[config.mk]
export PLATFORM = sky130hd
export DESIGN_NAME = menu_controller_flat
export DESIGN_NICKNAME = d
export VERILOG_FILES = /design/src/rtl/menu_controller_pkg.sv /design/src/rtl/menu_controller_if.sv /design/src/rtl/menu_controller_key_repeat.sv /design/src/rtl/menu_controller.sv /design/src/flat_wrapper.sv
export SDC_FILE = /design/constraint.sdc
export NUM_CORES = 1
export LEC_CHECK = 0
export BUFFER_PORTS_ARGS = -buffer_cell sky130_fd_sc_hd__buf_2
export CORE_UTILIZATION = 25
export CTS_CLUSTER_SIZE = 12
export DETAILED_ROUTE_END_ITERATION = 6
export REMOVE_ABC_BUFFERS = 1
export SKIP_CTS_REPAIR_TIMING = 1
export SLEW_MARGIN = 20
export SYNTH_ARGS = -nofsm -noshare
export SYNTH_HDL_FRONTEND = slang
export SYNTH_SLANG_ARGS = --single-unit
[constraint.sdc]
create_clock -name CLOCK_50 -period 2.95 [get_ports CLOCK_50]
set_input_delay 0 -clock CLOCK_50 [delete_from_list [all_inputs] [get_ports CLOCK_50]]
set_output_delay 0 -clock CLOCK_50 [all_outputs]
set_load 0.01 [all_outputs]
[src/rtl/menu_controller_pkg.sv]
// Shared types, widths and helpers for the greenhouse menu controller.
// Holds the page encoding, field widths and the wrap limits for hours and minutes.
package menu_pkg;

   localparam int unsigned PAGE_W   = 4;
   localparam int unsigned TEMP_W   = 12;
   localparam int unsigned HUM_W    = 8;
   localparam int unsigned HOUR_W   = 5;
   localparam int unsigned MIN_W    = 6;
   localparam int unsigned HOUR_MAX = 23;
   localparam int unsigned MIN_MAX  = 59;

   typedef enum logic [PAGE_W-1:0] {
      PG_HOME   = 4'd0,
      PG_TEMP   = 4'd1,
      PG_HUM    = 4'd2,
      PG_TIME_H = 4'd3,
      PG_TIME_M = 4'd4,
      PG_SUN_H  = 4'd5,
      PG_SUN_M  = 4'd6
   } page_e;

   typedef struct packed {
      logic [HOUR_W-1:0] hours;
      logic [MIN_W-1:0]  minutes;
   } hhmm_t;

   // Counter width able to hold 0 .. n-1.
   function automatic int unsigned cnt_width(input int unsigned n);
      return (n > 1) ? $clog2(n) : 1;
   endfunction

   function automatic page_e next_page(input page_e p);
      page_e r;
      case (p)
         PG_HOME:   r = PG_TEMP;
         PG_TEMP:   r = PG_HUM;
         PG_HUM:    r = PG_TIME_H;
         PG_TIME_H: r = PG_TIME_M;
         PG_TIME_M: r = PG_SUN_H;
         PG_SUN_H:  r = PG_SUN_M;
         default:   r = PG_HOME;
      endcase
      return r;
   endfunction

   // One up/down step on a field that wraps between 0 and lim.
   function automatic logic [7:0] wrap_step(input logic [7:0] val, input logic [7:0] lim,
                                            input logic up);
      logic [7:0] r;
      if (up) r = (val == lim) ? 8'd0 : val + 8'd1;
      else    r = (val == 8'd0) ? lim : val - 8'd1;
      return r;
   endfunction

endpackage

[src/rtl/menu_controller_if.sv]
// Button, RTC and setpoint signals between the menu controller and its neighbours.
// slave is the controller side; master is the debouncer/RTC/display side.
interface menu_controller_if;
   import menu_pkg::*;

   logic                KEY_NEXT;
   logic                KEY_UP;
   logic                KEY_DOWN;
   logic [HOUR_W-1:0]   TIME_HOURS;
   logic [MIN_W-1:0]    TIME_MINUTES;
   logic [PAGE_W-1:0]   MENU_STATE;
   logic [TEMP_W-1:0]   SET_TEMP_F;
   logic [HUM_W-1:0]    SET_HUM;
   logic [HOUR_W-1:0]   SUNRISE_HOURS;
   logic [MIN_W-1:0]    SUNRISE_MINUTES;
   logic [HOUR_W-1:0]   EDIT_HOURS;
   logic [MIN_W-1:0]    EDIT_MINUTES;
   logic                TIME_LOAD;

   modport master (
      output KEY_NEXT, KEY_UP, KEY_DOWN, TIME_HOURS, TIME_MINUTES,
      input  MENU_STATE, SET_TEMP_F, SET_HUM, SUNRISE_HOURS, SUNRISE_MINUTES,
             EDIT_HOURS, EDIT_MINUTES, TIME_LOAD
   );

   modport slave (
      input  KEY_NEXT, KEY_UP, KEY_DOWN, TIME_HOURS, TIME_MINUTES,
      output MENU_STATE, SET_TEMP_F, SET_HUM, SUNRISE_HOURS, SUNRISE_MINUTES,
             EDIT_HOURS, EDIT_MINUTES, TIME_LOAD
   );

endinterface

[src/rtl/menu_controller_key_repeat.sv]
// Rising-edge detect and hold-to-repeat for one debounced key.
// step_c fires on the edge, then REPEAT_DELAY cycles later, then every REPEAT_RATE cycles.
module key_repeat
   import menu_pkg::*;
#(
   parameter int unsigned REPEAT_DELAY = 25_000_000,
   parameter int unsigned REPEAT_RATE  = 5_000_000
) (
   input  logic clk,
   input  logic rst_n,
   input  logic key,
   input  logic clear,
   output logic step_c,
   output logic edge_c
);

   localparam int unsigned CNT_MAX = (REPEAT_DELAY > REPEAT_RATE) ? REPEAT_DELAY : REPEAT_RATE;
   localparam int unsigned CNT_W   = cnt_width(CNT_MAX);
   localparam logic [CNT_W-1:0] DELAY_LAST = CNT_W'(REPEAT_DELAY - 1);
   localparam logic [CNT_W-1:0] RATE_LAST  = CNT_W'(REPEAT_RATE - 1);

   logic             key_q;
   logic             armed_q;
   logic             rpt_q;
   logic [CNT_W-1:0] cnt_q;
   logic             fire_c;

   // A clear both suppresses the step and disarms repeating until the next fresh edge.
   always_comb begin
      edge_c = key & ~key_q;
      fire_c = armed_q & key & ~clear & (cnt_q == (rpt_q ? RATE_LAST : DELAY_LAST));
      step_c = (edge_c & ~clear) | fire_c;
   end

   always_ff @(posedge clk or negedge rst_n) begin
      if (!rst_n) begin
         key_q   <= 1'b0;
         armed_q <= 1'b0;
         rpt_q   <= 1'b0;
         cnt_q   <= '0;
      end else begin
         key_q <= key;
         if (clear || !key) begin
            armed_q <= 1'b0;
            rpt_q   <= 1'b0;
            cnt_q   <= '0;
         end else if (edge_c) begin
            armed_q <= 1'b1;
            rpt_q   <= 1'b0;
            cnt_q   <= '0;
         end else if (fire_c) begin
            rpt_q <= 1'b1;
            cnt_q <= '0;
         end else if (armed_q) begin
            cnt_q <= cnt_q + CNT_W'(1);
         end
      end
   end

endmodule

[src/rtl/menu_controller.sv]
// Menu page sequencer and owner of the user setpoints for the greenhouse display.
// Turns NEXT/UP/DOWN levels into MENU_STATE, field edits, staged RTC time and TIME_LOAD.
module menu_controller
   import menu_pkg::*;
#(
   parameter int unsigned TEMP_MIN          = 50,
   parameter int unsigned TEMP_MAX          = 99,
   parameter int unsigned TEMP_DEFAULT      = 72,
   parameter int unsigned HUM_MIN           = 20,
   parameter int unsigned HUM_MAX           = 90,
   parameter int unsigned HUM_DEFAULT       = 60,
   parameter int unsigned SUNRISE_H_DEFAULT = 6,
   parameter int unsigned REPEAT_DELAY      = 25_000_000,
   parameter int unsigned REPEAT_RATE       = 5_000_000,
   parameter int unsigned IDLE_TIMEOUT      = 500_000_000
) (
   input logic              CLOCK_50,
   input logic              RESET_N,
   menu_controller_if.slave bus
);

   localparam int unsigned IDLE_W = cnt_width(IDLE_TIMEOUT);
   localparam logic [IDLE_W-1:0] IDLE_LAST = IDLE_W'(IDLE_TIMEOUT - 1);

   page_e              page_q, page_d;
   logic               next_q;
   logic [IDLE_W-1:0]  idle_q;
   logic               next_edge_c, clear_c, any_edge_c, timeout_c, step_ok_c;
   logic               up_step_c, dn_step_c, up_edge_c, dn_edge_c;

   logic [TEMP_W-1:0]  temp_q, temp_d;
   logic [HUM_W-1:0]   hum_q, hum_d;
   hhmm_t              edit_q, edit_d;
   hhmm_t              sun_q, sun_d;
   logic               load_q, load_d;

   assign next_edge_c = bus.KEY_NEXT & ~next_q;
   assign clear_c     = (bus.KEY_UP & bus.KEY_DOWN) | next_edge_c;

   key_repeat #(.REPEAT_DELAY(REPEAT_DELAY), .REPEAT_RATE(REPEAT_RATE)) u_up (
      .clk(CLOCK_50), .rst_n(RESET_N), .key(bus.KEY_UP), .clear(clear_c),
      .step_c(up_step_c), .edge_c(up_edge_c)
   );

   key_repeat #(.REPEAT_DELAY(REPEAT_DELAY), .REPEAT_RATE(REPEAT_RATE)) u_dn (
      .clk(CLOCK_50), .rst_n(RESET_N), .key(bus.KEY_DOWN), .clear(clear_c),
      .step_c(dn_step_c), .edge_c(dn_edge_c)
   );

   // A key edge on the timeout cycle restarts the idle window instead of timing out.
   assign any_edge_c = next_edge_c | up_edge_c | dn_edge_c;
   assign timeout_c  = (page_q != PG_HOME) && (idle_q == IDLE_LAST) && !any_edge_c;

   // State register: page, NEXT edge sample and idle counter.
   always_ff @(posedge CLOCK_50 or negedge RESET_N) begin
      if (!RESET_N) begin
         page_q <= PG_HOME;
         next_q <= 1'b0;
         idle_q <= '0;
      end else begin
         page_q <= page_d;
         next_q <= bus.KEY_NEXT;
         if (any_edge_c || (page_d != page_q) || (page_q == PG_HOME)) idle_q <= '0;
         else                                                          idle_q <= idle_q + IDLE_W'(1);
      end
   end

   // Next page.
   always_comb begin
      page_d = page_q;
      if (page_q > PG_SUN_M)  page_d = PG_HOME;
      else if (next_edge_c)   page_d = next_page(page_q);
      else if (timeout_c)     page_d = PG_HOME;
   end

   // Field updates, edit staging and the RTC load strobe; steps are dropped on a page change.
   always_comb begin
      temp_d    = temp_q;
      hum_d     = hum_q;
      edit_d    = edit_q;
      sun_d     = sun_q;
      load_d    = (page_q == PG_TIME_M) && (page_d == PG_SUN_H);
      step_ok_c = (up_step_c | dn_step_c) && (page_d == page_q);

      if ((page_d == PG_TIME_H) && (page_q != PG_TIME_H))
         edit_d = '{hours: bus.TIME_HOURS, minutes: bus.TIME_MINUTES};

      if (step_ok_c) begin
         case (page_q)
            PG_TEMP: begin
               if (up_step_c) begin
                  if (temp_q < TEMP_W'(TEMP_MAX)) temp_d = temp_q + TEMP_W'(1);
               end else begin
                  if (temp_q > TEMP_W'(TEMP_MIN)) temp_d = temp_q - TEMP_W'(1);
               end
            end
            PG_HUM: begin
               if (up_step_c) begin
                  if (hum_q < HUM_W'(HUM_MAX)) hum_d = hum_q + HUM_W'(1);
               end else begin
                  if (hum_q > HUM_W'(HUM_MIN)) hum_d = hum_q - HUM_W'(1);
               end
            end
            PG_TIME_H: edit_d.hours   = HOUR_W'(wrap_step(8'(edit_q.hours), 8'(HOUR_MAX), up_step_c));
            PG_TIME_M: edit_d.minutes = MIN_W'(wrap_step(8'(edit_q.minutes), 8'(MIN_MAX), up_step_c));
            PG_SUN_H:  sun_d.hours    = HOUR_W'(wrap_step(8'(sun_q.hours), 8'(HOUR_MAX), up_step_c));
            PG_SUN_M:  sun_d.minutes  = MIN_W'(wrap_step(8'(sun_q.minutes), 8'(MIN_MAX), up_step_c));
            default: ;
         endcase
      end
   end

   always_ff @(posedge CLOCK_50 or negedge RESET_N) begin
      if (!RESET_N) begin
         temp_q <= TEMP_W'(TEMP_DEFAULT);
         hum_q  <= HUM_W'(HUM_DEFAULT);
         edit_q <= '0;
         sun_q  <= '{hours: HOUR_W'(SUNRISE_H_DEFAULT), minutes: '0};
         load_q <= 1'b0;
      end else begin
         temp_q <= temp_d;
         hum_q  <= hum_d;
         edit_q <= edit_d;
         sun_q  <= sun_d;
         load_q <= load_d;
      end
   end

   assign bus.MENU_STATE      = page_q;
   assign bus.SET_TEMP_F      = temp_q;
   assign bus.SET_HUM         = hum_q;
   assign bus.SUNRISE_HOURS   = sun_q.hours;
   assign bus.SUNRISE_MINUTES = sun_q.minutes;
   assign bus.EDIT_HOURS      = edit_q.hours;
   assign bus.EDIT_MINUTES    = edit_q.minutes;
   assign bus.TIME_LOAD       = load_q;

endmodule

[src/flat_wrapper.sv]
// flat-port wrapper written by rule: the top's interface ports become plain ports
module menu_controller_flat import menu_pkg::*;
#(
   parameter int unsigned TEMP_MIN          = 50,
   parameter int unsigned TEMP_MAX          = 99,
   parameter int unsigned TEMP_DEFAULT      = 72,
   parameter int unsigned HUM_MIN           = 20,
   parameter int unsigned HUM_MAX           = 90,
   parameter int unsigned HUM_DEFAULT       = 60,
   parameter int unsigned SUNRISE_H_DEFAULT = 6,
   parameter int unsigned REPEAT_DELAY      = 25_000_000,
   parameter int unsigned REPEAT_RATE       = 5_000_000,
   parameter int unsigned IDLE_TIMEOUT      = 500_000_000
)
  (CLOCK_50, RESET_N, bus_KEY_NEXT, bus_KEY_UP, bus_KEY_DOWN, bus_TIME_HOURS, bus_TIME_MINUTES, bus_MENU_STATE, bus_SET_TEMP_F, bus_SET_HUM, bus_SUNRISE_HOURS, bus_SUNRISE_MINUTES, bus_EDIT_HOURS, bus_EDIT_MINUTES, bus_TIME_LOAD);
  menu_controller_if bus_i ();
  input logic CLOCK_50;
  input logic RESET_N;
  input wire logic [$bits(bus_i.KEY_NEXT)-1:0] bus_KEY_NEXT;
  input wire logic [$bits(bus_i.KEY_UP)-1:0] bus_KEY_UP;
  input wire logic [$bits(bus_i.KEY_DOWN)-1:0] bus_KEY_DOWN;
  input wire logic [$bits(bus_i.TIME_HOURS)-1:0] bus_TIME_HOURS;
  input wire logic [$bits(bus_i.TIME_MINUTES)-1:0] bus_TIME_MINUTES;
  output wire logic [$bits(bus_i.MENU_STATE)-1:0] bus_MENU_STATE;
  output wire logic [$bits(bus_i.SET_TEMP_F)-1:0] bus_SET_TEMP_F;
  output wire logic [$bits(bus_i.SET_HUM)-1:0] bus_SET_HUM;
  output wire logic [$bits(bus_i.SUNRISE_HOURS)-1:0] bus_SUNRISE_HOURS;
  output wire logic [$bits(bus_i.SUNRISE_MINUTES)-1:0] bus_SUNRISE_MINUTES;
  output wire logic [$bits(bus_i.EDIT_HOURS)-1:0] bus_EDIT_HOURS;
  output wire logic [$bits(bus_i.EDIT_MINUTES)-1:0] bus_EDIT_MINUTES;
  output wire logic [$bits(bus_i.TIME_LOAD)-1:0] bus_TIME_LOAD;
  assign bus_i.KEY_NEXT = bus_KEY_NEXT;
  assign bus_i.KEY_UP = bus_KEY_UP;
  assign bus_i.KEY_DOWN = bus_KEY_DOWN;
  assign bus_i.TIME_HOURS = bus_TIME_HOURS;
  assign bus_i.TIME_MINUTES = bus_TIME_MINUTES;
  assign bus_MENU_STATE = bus_i.MENU_STATE;
  assign bus_SET_TEMP_F = bus_i.SET_TEMP_F;
  assign bus_SET_HUM = bus_i.SET_HUM;
  assign bus_SUNRISE_HOURS = bus_i.SUNRISE_HOURS;
  assign bus_SUNRISE_MINUTES = bus_i.SUNRISE_MINUTES;
  assign bus_EDIT_HOURS = bus_i.EDIT_HOURS;
  assign bus_EDIT_MINUTES = bus_i.EDIT_MINUTES;
  assign bus_TIME_LOAD = bus_i.TIME_LOAD;
  menu_controller #(.TEMP_MIN(TEMP_MIN), .TEMP_MAX(TEMP_MAX), .TEMP_DEFAULT(TEMP_DEFAULT), .HUM_MIN(HUM_MIN), .HUM_MAX(HUM_MAX), .HUM_DEFAULT(HUM_DEFAULT), .SUNRISE_H_DEFAULT(SUNRISE_H_DEFAULT), .REPEAT_DELAY(REPEAT_DELAY), .REPEAT_RATE(REPEAT_RATE), .IDLE_TIMEOUT(IDLE_TIMEOUT)) u_core (.CLOCK_50(CLOCK_50), .RESET_N(RESET_N), .bus(bus_i));
endmodule
==> flow_metrics.env <==
export IMPL_setup_viol=0
export IMPL_place_ws_ns=0.149
export IMPL_final_cell_mix="dfrtp_1 (125), nor2_1 (105), nand2_1 (82), buf_2 (61), xor2_1 (53)"
export IMPL_slowest_stage="or4b_1"
export IMPL_ys_types=77
export IMPL_area_delta_synth_final_pct=23.3
export IMPL_fmax_mhz=361
export IMPL_outcome="finished clean"
export IMPL_insertion_delay_ns=0.43
export IMPL_fp_dieArea_sq_um=31800
export IMPL_post_route_min_period_ns=2.77
export IMPL_seq_area_frac_synth_pct=43.0
export IMPL_end_kind="flip-flop"
export IMPL_synth_area_sq_um=7760
export IMPL_synth_ff_type="dfrtp_1"
export IMPL_ys_ff_latch=133
export IMPL_drv_slew=0
export IMPL_rows=64
export IMPL_vias_per_cell=4.91
export IMPL_path_cells="or4b_1 -> o22ai_2 -> nand4b_1 -> nand2_2 -> xnor2_1 -> ha_1 -> or4_1 -> o22a_1 -> nor4_2 -> xor2_1"
export IMPL_max_stage_delay_ns=0.53
export IMPL_rrSetupSlack_ns=0.18
export IMPL_cts_made_buffers=17
export IMPL_core_area_sq_um=30600
export IMPL_p_leak_nw=3.96
export IMPL_grt_overflow_total=0
export IMPL_timing_final_crit_share_pct=93.9
export IMPL_vias=6701
export IMPL_grt_usage_pct=13.0
export IMPL_grtUsageMet3_pct=2.92
export IMPL_grtUsageMet2_pct=20.1
export IMPL_power_density_nw_per_um2=527
export IMPL_worstMarginPinSlew_ns=0.609
export IMPL_drt_iter0_drc=362
export IMPL_max_cap_violations=0
export IMPL_cp_arrival_ns=3.12
export IMPL_clk_pin_slew_ns=0.06
export IMPL_critPathRequiredTime_ns=3.30
export IMPL_grt_most_used_layer="met2"
export IMPL_die_x_microns=178
export IMPL_path_class="flip-flop to flip-flop"
export IMPL_cts_root_buf="clkbuf_16"
export IMPL_antenna_found_initial=2
export IMPL_worstReg2RegEnd="u_core.bus.SET_HUM[6]"
export IMPL_setup_ws_ns=0.180
export IMPL_hold_violations=0
export IMPL_start_util_pct=25.4
export IMPL_drc=0
export IMPL_critical_path_peak_fanout=6
export IMPL_path_buf_inv=0
export IMPL_cts_sinks=133
export IMPL_hpwl_mm=14.2
export IMPL_rr_startpoint="u_core.u_up.cnt_q[16]"
export IMPL_grt_pass1_vias=6418
export IMPL_wire_per_inst_microns=14.7
export IMPL_finalClockSkew_ns=0.0152
export IMPL_fillers=3181
export IMPL_slew_headroom_pct=59.4
export IMPL_synth_edf_count=0
export IMPL_ant_nets=0
export IMPL_holdWs_ns=0.140
export IMPL_ir_drop_mv=0.414
export IMPL_async_flop_share_pct=100
export IMPL_syn_area_per_cell_sq_um=9.07
export IMPL_hold_class="input port to async pin"
export IMPL_use_met1_pct=17.7
export IMPL_layout_commonest_cell="dfrtp_1"
export IMPL_boundaryPins=63
export IMPL_crit_family="simple AND/OR/NAND/NOR gates"
export IMPL_finalSetupTns_ns=0
export IMPL_synthCells=856
export IMPL_gp_congestion=0.815
export IMPL_drt_first_pass_iters=5
export IMPL_drive_above_1_share_pct=17.6
export IMPL_ys_warn_count=0
export IMPL_grt_first_pass_wirelength_mm=33.0
export IMPL_final_nets=983
export IMPL_ff2ff_path_depth=10
export IMPL_wirelength_mm=20.1
export IMPL_portBuffers=62
export IMPL_cts_tree="done"
export IMPL_die_y_microns=178
export IMPL_grt_start_max_net_pins=66
export IMPL_htreeDepth=4
export IMPL_clockBufferDepth=2
export IMPL_start_kind="flip-flop"
[metal layers]
layer	routed length, microns	vias to the layer above
met2	9120	158
met3	983	27
li1	-	3263
met4	435	0
met1	9560	3253
met5	0	-
[area by class of cell]
class	count	area (sq um)	area share (%)
flip-flops and latches	133	3340	34.9
diodes	2	5.00	0.0523
multi-input cells	664	4240	44.3
repair buffers	115	820	8.56
clock buffers	19	433	4.52
clock inverters	13	158	1.65
well taps	396	495	5.18
inverters	22	82.6	0.863
[power by group]
group	internal [mW]	total (mW)	switching (mW)
Combinational	0.363	0.816	0.454
Sequential	1.92	2.09	0.171
Clock	1.32	2.14	0.820
Total	3.60	5.05	1.44
[flip-flops by register name, summed over array words and instances (netlist names), 4 cells and up]
name,cells
u_core.bus.SET_TEMP_F,12
u_core.bus.EDIT_HOURS,5
u_core.bus.SUNRISE_HOURS,5
u_core.bus.SUNRISE_MINUTES,6
u_core.u_dn.cnt_q,25
u_core.u_up.cnt_q,25
u_core.bus.MENU_STATE,4
u_core.idle_q,29
u_core.bus.EDIT_MINUTES,6
u_core.bus.SET_HUM,8
[worst register-to-register path: stages, from the launching register on]
cell and delay (ns):
dfrtp_1 0.37, or4b_1 0.53, o22ai_2 0.14, nand4b_1 0.17
nand2_2 0.15, xnor2_1 0.08, ha_1 0.25, or4_1 0.41
o22a_1 0.20, nor4_2 0.19, xor2_1 0.19
[kinds of logic after synthesis]
| group | Yosys count | synth area share, % |
|---|---|---|
| AND/OR/NAND/NOR | 409 | 27.3 |
| flip-flops | 133 | 43.0 |
| other | 1 | 0.0483 |
| buffers and inverters | 59 | 3.03 |
| adder cells (fa/ha/maj) | 14 | 2.26 |
| multiplexers | 18 | 2.61 |
| AO/OA/AOI/OAI | 132 | 11.6 |
| XOR/XNOR | 90 | 10.2 |
[stage by stage]
stage | cells | area, sq um | utilization (%) | power, mW
finish | 1364 | 9570 | 31.3 | 5.05
floorplan | 819 | 7610 | - | 2.59
global route | 1364 | 9570 | 31.3 | 5.29
detailed placement | 1313 | 8750 | 28.6 | 2.89
CTS | 1345 | 9340 | 30.5 | 5.06
global placement | 1313 | 8750 | 28.6 | 2.90
[synth_stat cells, types with 8 or more instances]
| library cell | n | area, sq um |
|---|---|---|
| a21oi_1 | 29 | 145 |
| a31oi_1 | 8 | 50.1 |
| and3_1 | 20 | 125 |
| clkbuf_1 | 28 | 105 |
| dfrtp_1 | 125 | 3130 |
| dfstp_2 | 8 | 210 |
| ha_1 | 14 | 175 |
| inv_1 | 21 | 78.8 |
| mux2i_1 | 12 | 120 |
| nand2_1 | 83 | 312 |
| nand2b_1 | 11 | 68.8 |
| nand3_1 | 49 | 245 |
| nand4_1 | 21 | 131 |
| nor2_1 | 106 | 398 |
| nor2b_1 | 12 | 75.1 |
| nor3_1 | 21 | 105 |
| nor4_1 | 16 | 100 |
| o211ai_1 | 8 | 60.1 |
| o21ai_0 | 33 | 165 |
| or3_1 | 19 | 119 |
| xnor2_1 | 37 | 324 |
| xor2_1 | 53 | 464 |
[how the worst max path moves through the flow]
stage	start	to	slack (ns)	cells after the start
2_1_floorplan	u_core.u_up.cnt_q[16]	u_core.bus.SET_HUM[6]	-0.43	10
3_3_place_gp	u_core.u_up.cnt_q[16]	u_core.bus.SET_HUM[6]	0.14	10
5_1_grt	u_core.u_up.cnt_q[16]	u_core.bus.SET_HUM[6]	-0.03	10
6_report	u_core.u_up.cnt_q[16]	u_core.bus.SET_HUM[6]	0.18	10
4_1_cts	u_core.u_up.cnt_q[15]	u_core.bus.SET_HUM[6]	0.11	10
3_5_place_dp	u_core.u_dn.cnt_q[10]	u_core.bus.SUNRISE_MINUTES[4]	0.15	7
(Power assumes the default switching activity.)
